[config.mk]
export PLATFORM = sky130hd
export DESIGN_NAME = uart_rx
export DESIGN_NICKNAME = d
export VERILOG_FILES = /design/src/rtl/uart_rx.sv
export SDC_FILE = /design/constraint.sdc
export NUM_CORES = 1
export LEC_CHECK = 0
export ABC_AREA = 1
export ABC_CLOCK_PERIOD_IN_PS = 1780
export BUFFER_PORTS_ARGS = -buffer_cell sky130_fd_sc_hd__clkbuf_2
export CORE_ASPECT_RATIO = 1.1
export CORE_MARGIN = 2
export CORE_UTILIZATION = 59
export CTS_BUF_LIST = sky130_fd_sc_hd__clkbuf_8 sky130_fd_sc_hd__clkbuf_16
export DETAILED_ROUTE_END_ITERATION = 7
export GPL_TIMING_DRIVEN = 0
export PLACE_DENSITY_LB_ADDON = 0.12
export SLEW_MARGIN = 30
export SYNTH_ARGS = -nofsm -noshare
export SYNTH_HDL_FRONTEND = slang
export SYNTH_SLANG_ARGS = --single-unit
[constraint.sdc]
create_clock -name clk -period 1.78 [get_ports clk]
set_input_delay 0.178 -clock clk [delete_from_list [all_inputs] [get_ports clk]]
set_output_delay 0.178 -clock clk [all_outputs]
set_load 0.02 [all_outputs]
[src/rtl/uart_rx.sv]
// rtl/uart_rx.sv - 8N1/8E1 UART receiver; optional parity via macro UART_RX_PARITY_EN
module uart_rx #(
  parameter int CLK_FREQ = 25000000,
  parameter int BAUD     = 9600
) (
  input  logic       clk,
  input  logic       rst,
  input  logic       rx,
  output logic [7:0] ascii_char,
  output logic       char_valid,
  output logic       frame_error,
  output logic       busy
);

  localparam int CPB   = CLK_FREQ / BAUD;
  localparam int HALF  = CPB / 2;
  localparam int CNT_W = $clog2(CPB);

  localparam logic [CNT_W-1:0] CNT_HALF_LAST = CNT_W'(HALF - 1);
  localparam logic [CNT_W-1:0] CNT_BIT_LAST  = CNT_W'(CPB - 1);
  localparam logic [CNT_W-1:0] CNT_ONE       = CNT_W'(1);

  typedef enum logic [2:0] {
    S_IDLE   = 3'd0,
    S_START  = 3'd1,
    S_DATA   = 3'd2,
`ifdef UART_RX_PARITY_EN
    S_PARITY = 3'd3,
`endif
    S_STOP   = 3'd4,
    S_BREAK  = 3'd5
  } state_t;

  logic             rx_meta_q;
  logic             rx_sync_q;

  state_t           state_q, state_d;
  logic [CNT_W-1:0] cnt_q, cnt_d;
  logic [2:0]       idx_q, idx_d;
  logic [7:0]       shift_q, shift_d;
  logic [7:0]       char_q, char_d;
  logic             char_valid_q, char_valid_d;
  logic             frame_error_q, frame_error_d;
  logic             frame_ok;

`ifdef UART_RX_PARITY_EN
  logic             parity_ok_q, parity_ok_d;

  // Parity verdict captured in PARITY and consumed at the stop sample
  always_ff @(posedge clk or negedge rst) begin
    if (!rst) begin
      parity_ok_q <= 1'b0;
    end else begin
      parity_ok_q <= parity_ok_d;
    end
  end

  assign frame_ok = parity_ok_q;
`else
  assign frame_ok = 1'b1;
`endif

  // Two-flop synchronizer; flops reset to the idle-high line level
  always_ff @(posedge clk or negedge rst) begin
    if (!rst) begin
      rx_meta_q <= 1'b1;
      rx_sync_q <= 1'b1;
    end else begin
      rx_meta_q <= rx;
      rx_sync_q <= rx_meta_q;
    end
  end

  // State, counters, shift register and registered outputs
  always_ff @(posedge clk or negedge rst) begin
    if (!rst) begin
      state_q       <= S_IDLE;
      cnt_q         <= '0;
      idx_q         <= 3'd0;
      shift_q       <= 8'h00;
      char_q        <= 8'h00;
      char_valid_q  <= 1'b0;
      frame_error_q <= 1'b0;
    end else begin
      state_q       <= state_d;
      cnt_q         <= cnt_d;
      idx_q         <= idx_d;
      shift_q       <= shift_d;
      char_q        <= char_d;
      char_valid_q  <= char_valid_d;
      frame_error_q <= frame_error_d;
    end
  end

  // Next-state logic: half-bit wait on the start bit, then full-bit sampling
  always_comb begin
    state_d       = state_q;
    cnt_d         = cnt_q;
    idx_d         = idx_q;
    shift_d       = shift_q;
    char_d        = char_q;
    char_valid_d  = 1'b0;
    frame_error_d = 1'b0;
`ifdef UART_RX_PARITY_EN
    parity_ok_d   = parity_ok_q;
`endif

    case (state_q)
      S_IDLE: begin
        cnt_d = '0;
        if (!rx_sync_q) begin
          state_d = S_START;
        end
      end

      S_START: begin
        if (cnt_q == CNT_HALF_LAST) begin
          cnt_d = '0;
          if (!rx_sync_q) begin
            state_d = S_DATA;
            idx_d   = 3'd0;
          end else begin
            // Start bit did not survive to mid-bit: a glitch, drop it
            state_d = S_IDLE;
          end
        end else begin
          cnt_d = cnt_q + CNT_ONE;
        end
      end

      S_DATA: begin
        if (cnt_q == CNT_BIT_LAST) begin
          cnt_d          = '0;
          shift_d[idx_q] = rx_sync_q;
          if (idx_q == 3'd7) begin
`ifdef UART_RX_PARITY_EN
            state_d = S_PARITY;
`else
            state_d = S_STOP;
`endif
          end else begin
            idx_d = idx_q + 3'd1;
          end
        end else begin
          cnt_d = cnt_q + CNT_ONE;
        end
      end

`ifdef UART_RX_PARITY_EN
      S_PARITY: begin
        if (cnt_q == CNT_BIT_LAST) begin
          cnt_d       = '0;
          // Even parity: data bits plus parity bit must XOR to zero
          parity_ok_d = ~(^shift_q ^ rx_sync_q);
          state_d     = S_STOP;
        end else begin
          cnt_d = cnt_q + CNT_ONE;
        end
      end
`endif

      S_STOP: begin
        if (cnt_q == CNT_BIT_LAST) begin
          cnt_d = '0;
          if (rx_sync_q && frame_ok) begin
            char_d       = shift_q;
            char_valid_d = 1'b1;
            state_d      = S_IDLE;
          end else if (rx_sync_q) begin
            frame_error_d = 1'b1;
            state_d       = S_IDLE;
          end else begin
            // Low stop bit: line may be in break, wait for it to recover
            frame_error_d = 1'b1;
            state_d       = S_BREAK;
          end
        end else begin
          cnt_d = cnt_q + CNT_ONE;
        end
      end

      S_BREAK: begin
        cnt_d = '0;
        if (rx_sync_q) begin
          state_d = S_IDLE;
        end
      end

      default: begin
        state_d = S_IDLE;
        cnt_d   = '0;
      end
    endcase
  end

  assign ascii_char  = char_q;
  assign char_valid  = char_valid_q;
  assign frame_error = frame_error_q;
  assign busy        = (state_q != S_IDLE);

endmodule

==> run_results.csv <==
group,metric,value,unit
status,outcome,"finished, violations left",
status,violations_in_the_final_reports,"hold timing",
yosys,ff_latch_count_synth,38,
layout,final_layout_size_suffix_gt1_share,18.9,%
worst_setup_path,critPathMaxStageDelay,0.41,ns
detailed_routing,dr.first_iter.drc_count,77,
cts,cts_num_sinks,38,
cts,htreeDepth,2,
yosys,synth_top_flop_cell,"dfrtp_1",
yosys,synth_compound_gate_area_share,1.16,%
timing,skew,0.00839,ns
yosys,synth_xor_xnor_area_share,1.72,%
yosys,syn-cell-area,2040,µm²
worst_setup_path,cp.required,2.02,ns
timing,report.final.slew_viol_count,0,
grt,grtUsageTotal,22.9,%
yosys,synth_top_family_by_area,"simple AND/OR/NAND/NOR gates",
timing,timing.fmax,0.636,GHz
floorplan,starting_density_of_the_core,61.3,%
worst_setup_path,worst-r2r-cell-count,8,
floorplan,number_of_top_level_pins,14,
worst_setup_path,critical_path_data_arrival_time,1.81,ns
floorplan,placement_rows,22,
cts,clk_buf_depth,2,
yosys,synth_edf_count,0,
yosys,synth.avg_cell_area,7.76,µm²
timing,fin_worst_hold_slack,-0.0349,ns
timing,tns,0,ns
worst_setup_path,critPathKind,"flop to flop",
yosys,sequential_fraction_of_the_synthesis_area,46.7,%
min_path,hold_path.class,"input pin to async pin",
floorplan,fp.dieH,65.7,µm
power,swShare,21.0,%
detailed_routing,dr.pass1.iters,4,
timing,timing_hold_violations_final,36,
layout,fillers,288,
job,cap_violations,0,
power,power.combinational.fraction,1.6,%
timing,final_min_period_over_clock_period,88.4,%
detailed_routing,drc,0,
grt,global_route_wire_length_before_repair,6780,µm
floorplan,placeableCoreArea,3330,µm²
layout,final_common_cell,"nand2_1",
cts,clk_transition_reported_paths,0.08,ns
timing,report.final.setup_viol,0,
detailed_routing,route.vias.total,1626,
detailed_routing,route.final.wire_length,3730,µm
power,power_per_cell_area,711,nW/µm²
grt,gr-total-overflow,0,
yosys,synthSimpleGateAreaFrac,40.7,%
power,power_frac_seq,53.2,%
layout,fin_nets,291,
layout,area_delta_synth_final,12.4,%
worst_setup_path,timing.rr.start,"cnt_q[0]$_DFF_PN0_",
cts,insertion_delay,0.29,ns
detailed_routing,ant_nets,0,
timing,final.min_clock_period,1.57,ns
worst_setup_path,crit_end,"shift_q[4]$_DFFE_PN0P_",
layout,antenna_cells_inserted,0,
detailed_routing,wl_per_cell,11.2,µm
worst_setup_path,timing.critical_path.from_type,"flop",
worst_setup_path,crit_path_top_delay_cell,"dfrtp_1",
placed_design,buffer_ports.inserted,13,
yosys,synth_adder_area_share,2.45,%
worst_setup_path,critical_path.startpoint,"cnt_q[0]$_DFF_PN0_",
yosys,post_synth_num_cell_types,26,
power,vdd_ir_drop_max,578,µV
worst_setup_path,critical_path.max_fanout,10,
yosys,synth.net_count,270,
yosys,synth_async_sr_flop_share,100,%
timing,slew_headroom,47.2,%
grt,grt_start_max_net_pins,39,
worst_setup_path,cp_num_buf_inv,2,
yosys,yosys_warnings,0,
grt,vias_in_the_first_global_route,1518,
yosys,post-synth-top-area-fraction,44.1,%
worst_setup_path,r2r-end,"shift_q[4]$_DFFE_PN0P_",
power,power_report.internal_total,1.29,mW
worst_setup_path,crit_path_cell_trace,"ha_1 -> inv_2 -> nor3_4 -> nand3_4 -> nor2_8 -> buf_8 -> nand3_1 -> nand2_1",
placed_design,place_congestion,0.925,
cts,cts_buffers,5,
worst_setup_path,ff2ff_setup_slack,0.21,ns
layout,final_cells,333,
floorplan,die_area,3950,µm²
layout,mostFrequentLayoutCells,"nand2_1 (95), dfrtp_1 (36), nor2_1 (35), nand3_1 (24), inv_1 (19)",
cts,cts_root_buf,"clkbuf_8",
cts,tritoncts,"done",
yosys,muxShareOfSynthArea,0,%
grt,grt_antenna_before_repair,0,
worst_setup_path,endpoint_kind,"flop",
power,share_clk_of_total_power,45.2,%
yosys,syn-instance-count,263,
timing,setup_repair_after_global_routing_missed_its_margin,"no",
worst_setup_path,path_depth,8,
power,net-switching-power,0.343,mW
yosys,synth_top_cell_by_area,"dfrtp_1",
yosys,synth_area_leaders,"dfrtp_1 (44%), nand2_1 (17%), nor2_1 (6.4%)",
placed_design,numPlacedInstances,324,
cts,postCtsSetupRepairBufs,0,
worst_setup_path,critical_path.top_delay_family,"simple AND/OR/NAND/NOR gates",
detailed_routing,vias_per_cell,4.88,
floorplan,die_w,60.1,µm
power,p_leak,1.20,nW
placed_design,hpwl,2700,µm
timing,tightestPinTransition,0.792,ns
## cells in the mapped netlist, types with 2 or more instances
cell	instances
nand2_2	5
nor2_1	35
nand3b_1	2
dfstp_2	2
nor3_4	2
nand4_1	7
inv_1	19
xor2_1	4
buf_4	2
ha_1	4
nand2_1	95
inv_2	8
nand3_1	24
nor2_2	5
dfrtp_1	36
o21ai_0	2
nor3_1	2
## cell families after synthesis
group | after synthesis
adder cells (fa/ha/maj) | 4
flip-flops | 38
buffers and inverters | 32
AND/OR/NAND/NOR | 181
XOR/XNOR | 4
AO/OA/AOI/OAI | 4
## layout make-up
class                      instances  area [µm²]  share of cell area (%)
buffer                             5        46.3                    2.02
clock buffer                       5        68.8                    3.00
clock inverter                     3        45.0                    1.96
inverter                          27         101                    4.42
multi-input combinational        193         945                    41.2
sequential                        38         953                    41.5
tap                               48        60.1                    2.62
timing repair buffer              14        75.1                    3.27
## sequential cells by signal (all words and copies together) (netlist names)
| register | count |
|---|---|
| frame_error | 1 |
| cnt_q | 12 |
| shift_q | 8 |
| rx_meta_q | 1 |
| state_q | 3 |
| idx_q | 3 |
| ascii_char | 8 |
| rx_sync_q | 1 |
| char_valid | 1 |
## worst reg2reg max path, stage by stage (launching register included)
cell and delay, ns:
dfrtp_1 0.41, ha_1 0.24, inv_2 0.07, nor3_4 0.19
nand3_4 0.13, nor2_8 0.18, buf_8 0.15, nand3_1 0.07
nand2_1 0.07
## through the flow
stage	setup slack (ns)	utilization [%]	total power [mW]	hold slack, ns	cell area [µm²]
after floorplan	0.362	-	0.890	-0.118	2040
after global placement	0.219	65.0	0.911	0.267	2170
after detailed placement	0.195	65.0	0.910	0.267	2170
after CTS	0.179	68.7	1.65	0.0266	2290
after global routing	0.0207	68.9	1.69	0.0431	2290
final	0.207	68.9	1.63	-0.0349	2290
## layer usage
metal  up-vias  track usage, %  part of all wire (%)
met3         7            5.31                   2.8
met4         0            9.17                   2.3
li1        864               -                     -
met2        22            33.0                    44
met5         -               0                     0
met1       733            32.9                    50
## worst min path at each step
stage / from / cells past startpoint / slack, ns / to
floorplan: rst / 0 / -0.12 / ascii_char[0]$_DFFE_PN0P_
global placement: rx / 1 / 0.27 / rx_meta_q$_DFF_PN1_
detailed placement: rx / 1 / 0.27 / rx_meta_q$_DFF_PN1_
CTS: rst / 1 / 0.03 / cnt_q[11]$_DFF_PN0_
global route: rst / 1 / 0.04 / cnt_q[0]$_DFF_PN0_
finish: rst / 1 / -0.03 / cnt_q[0]$_DFF_PN0_
## repair_timing
action / 4_1_cts / 5_1_grt
hold buffers: 1 / 0
hold endpoints to repair: 1 / 0
resized for setup: 0 / 1
endpoints found under the setup margin: 0 / 4
## power groups by stage
stage,clock network (mW),logic [mW],registers [mW]
after floorplan,0,0.00577,0.884
after global placement,0,0.0262,0.884
after detailed placement,0,0.0259,0.884
after CTS,0.751,0.0276,0.867
after global routing,0.793,0.0315,0.868
final,0.737,0.0263,0.867
(Power assumes the default switching activity.)
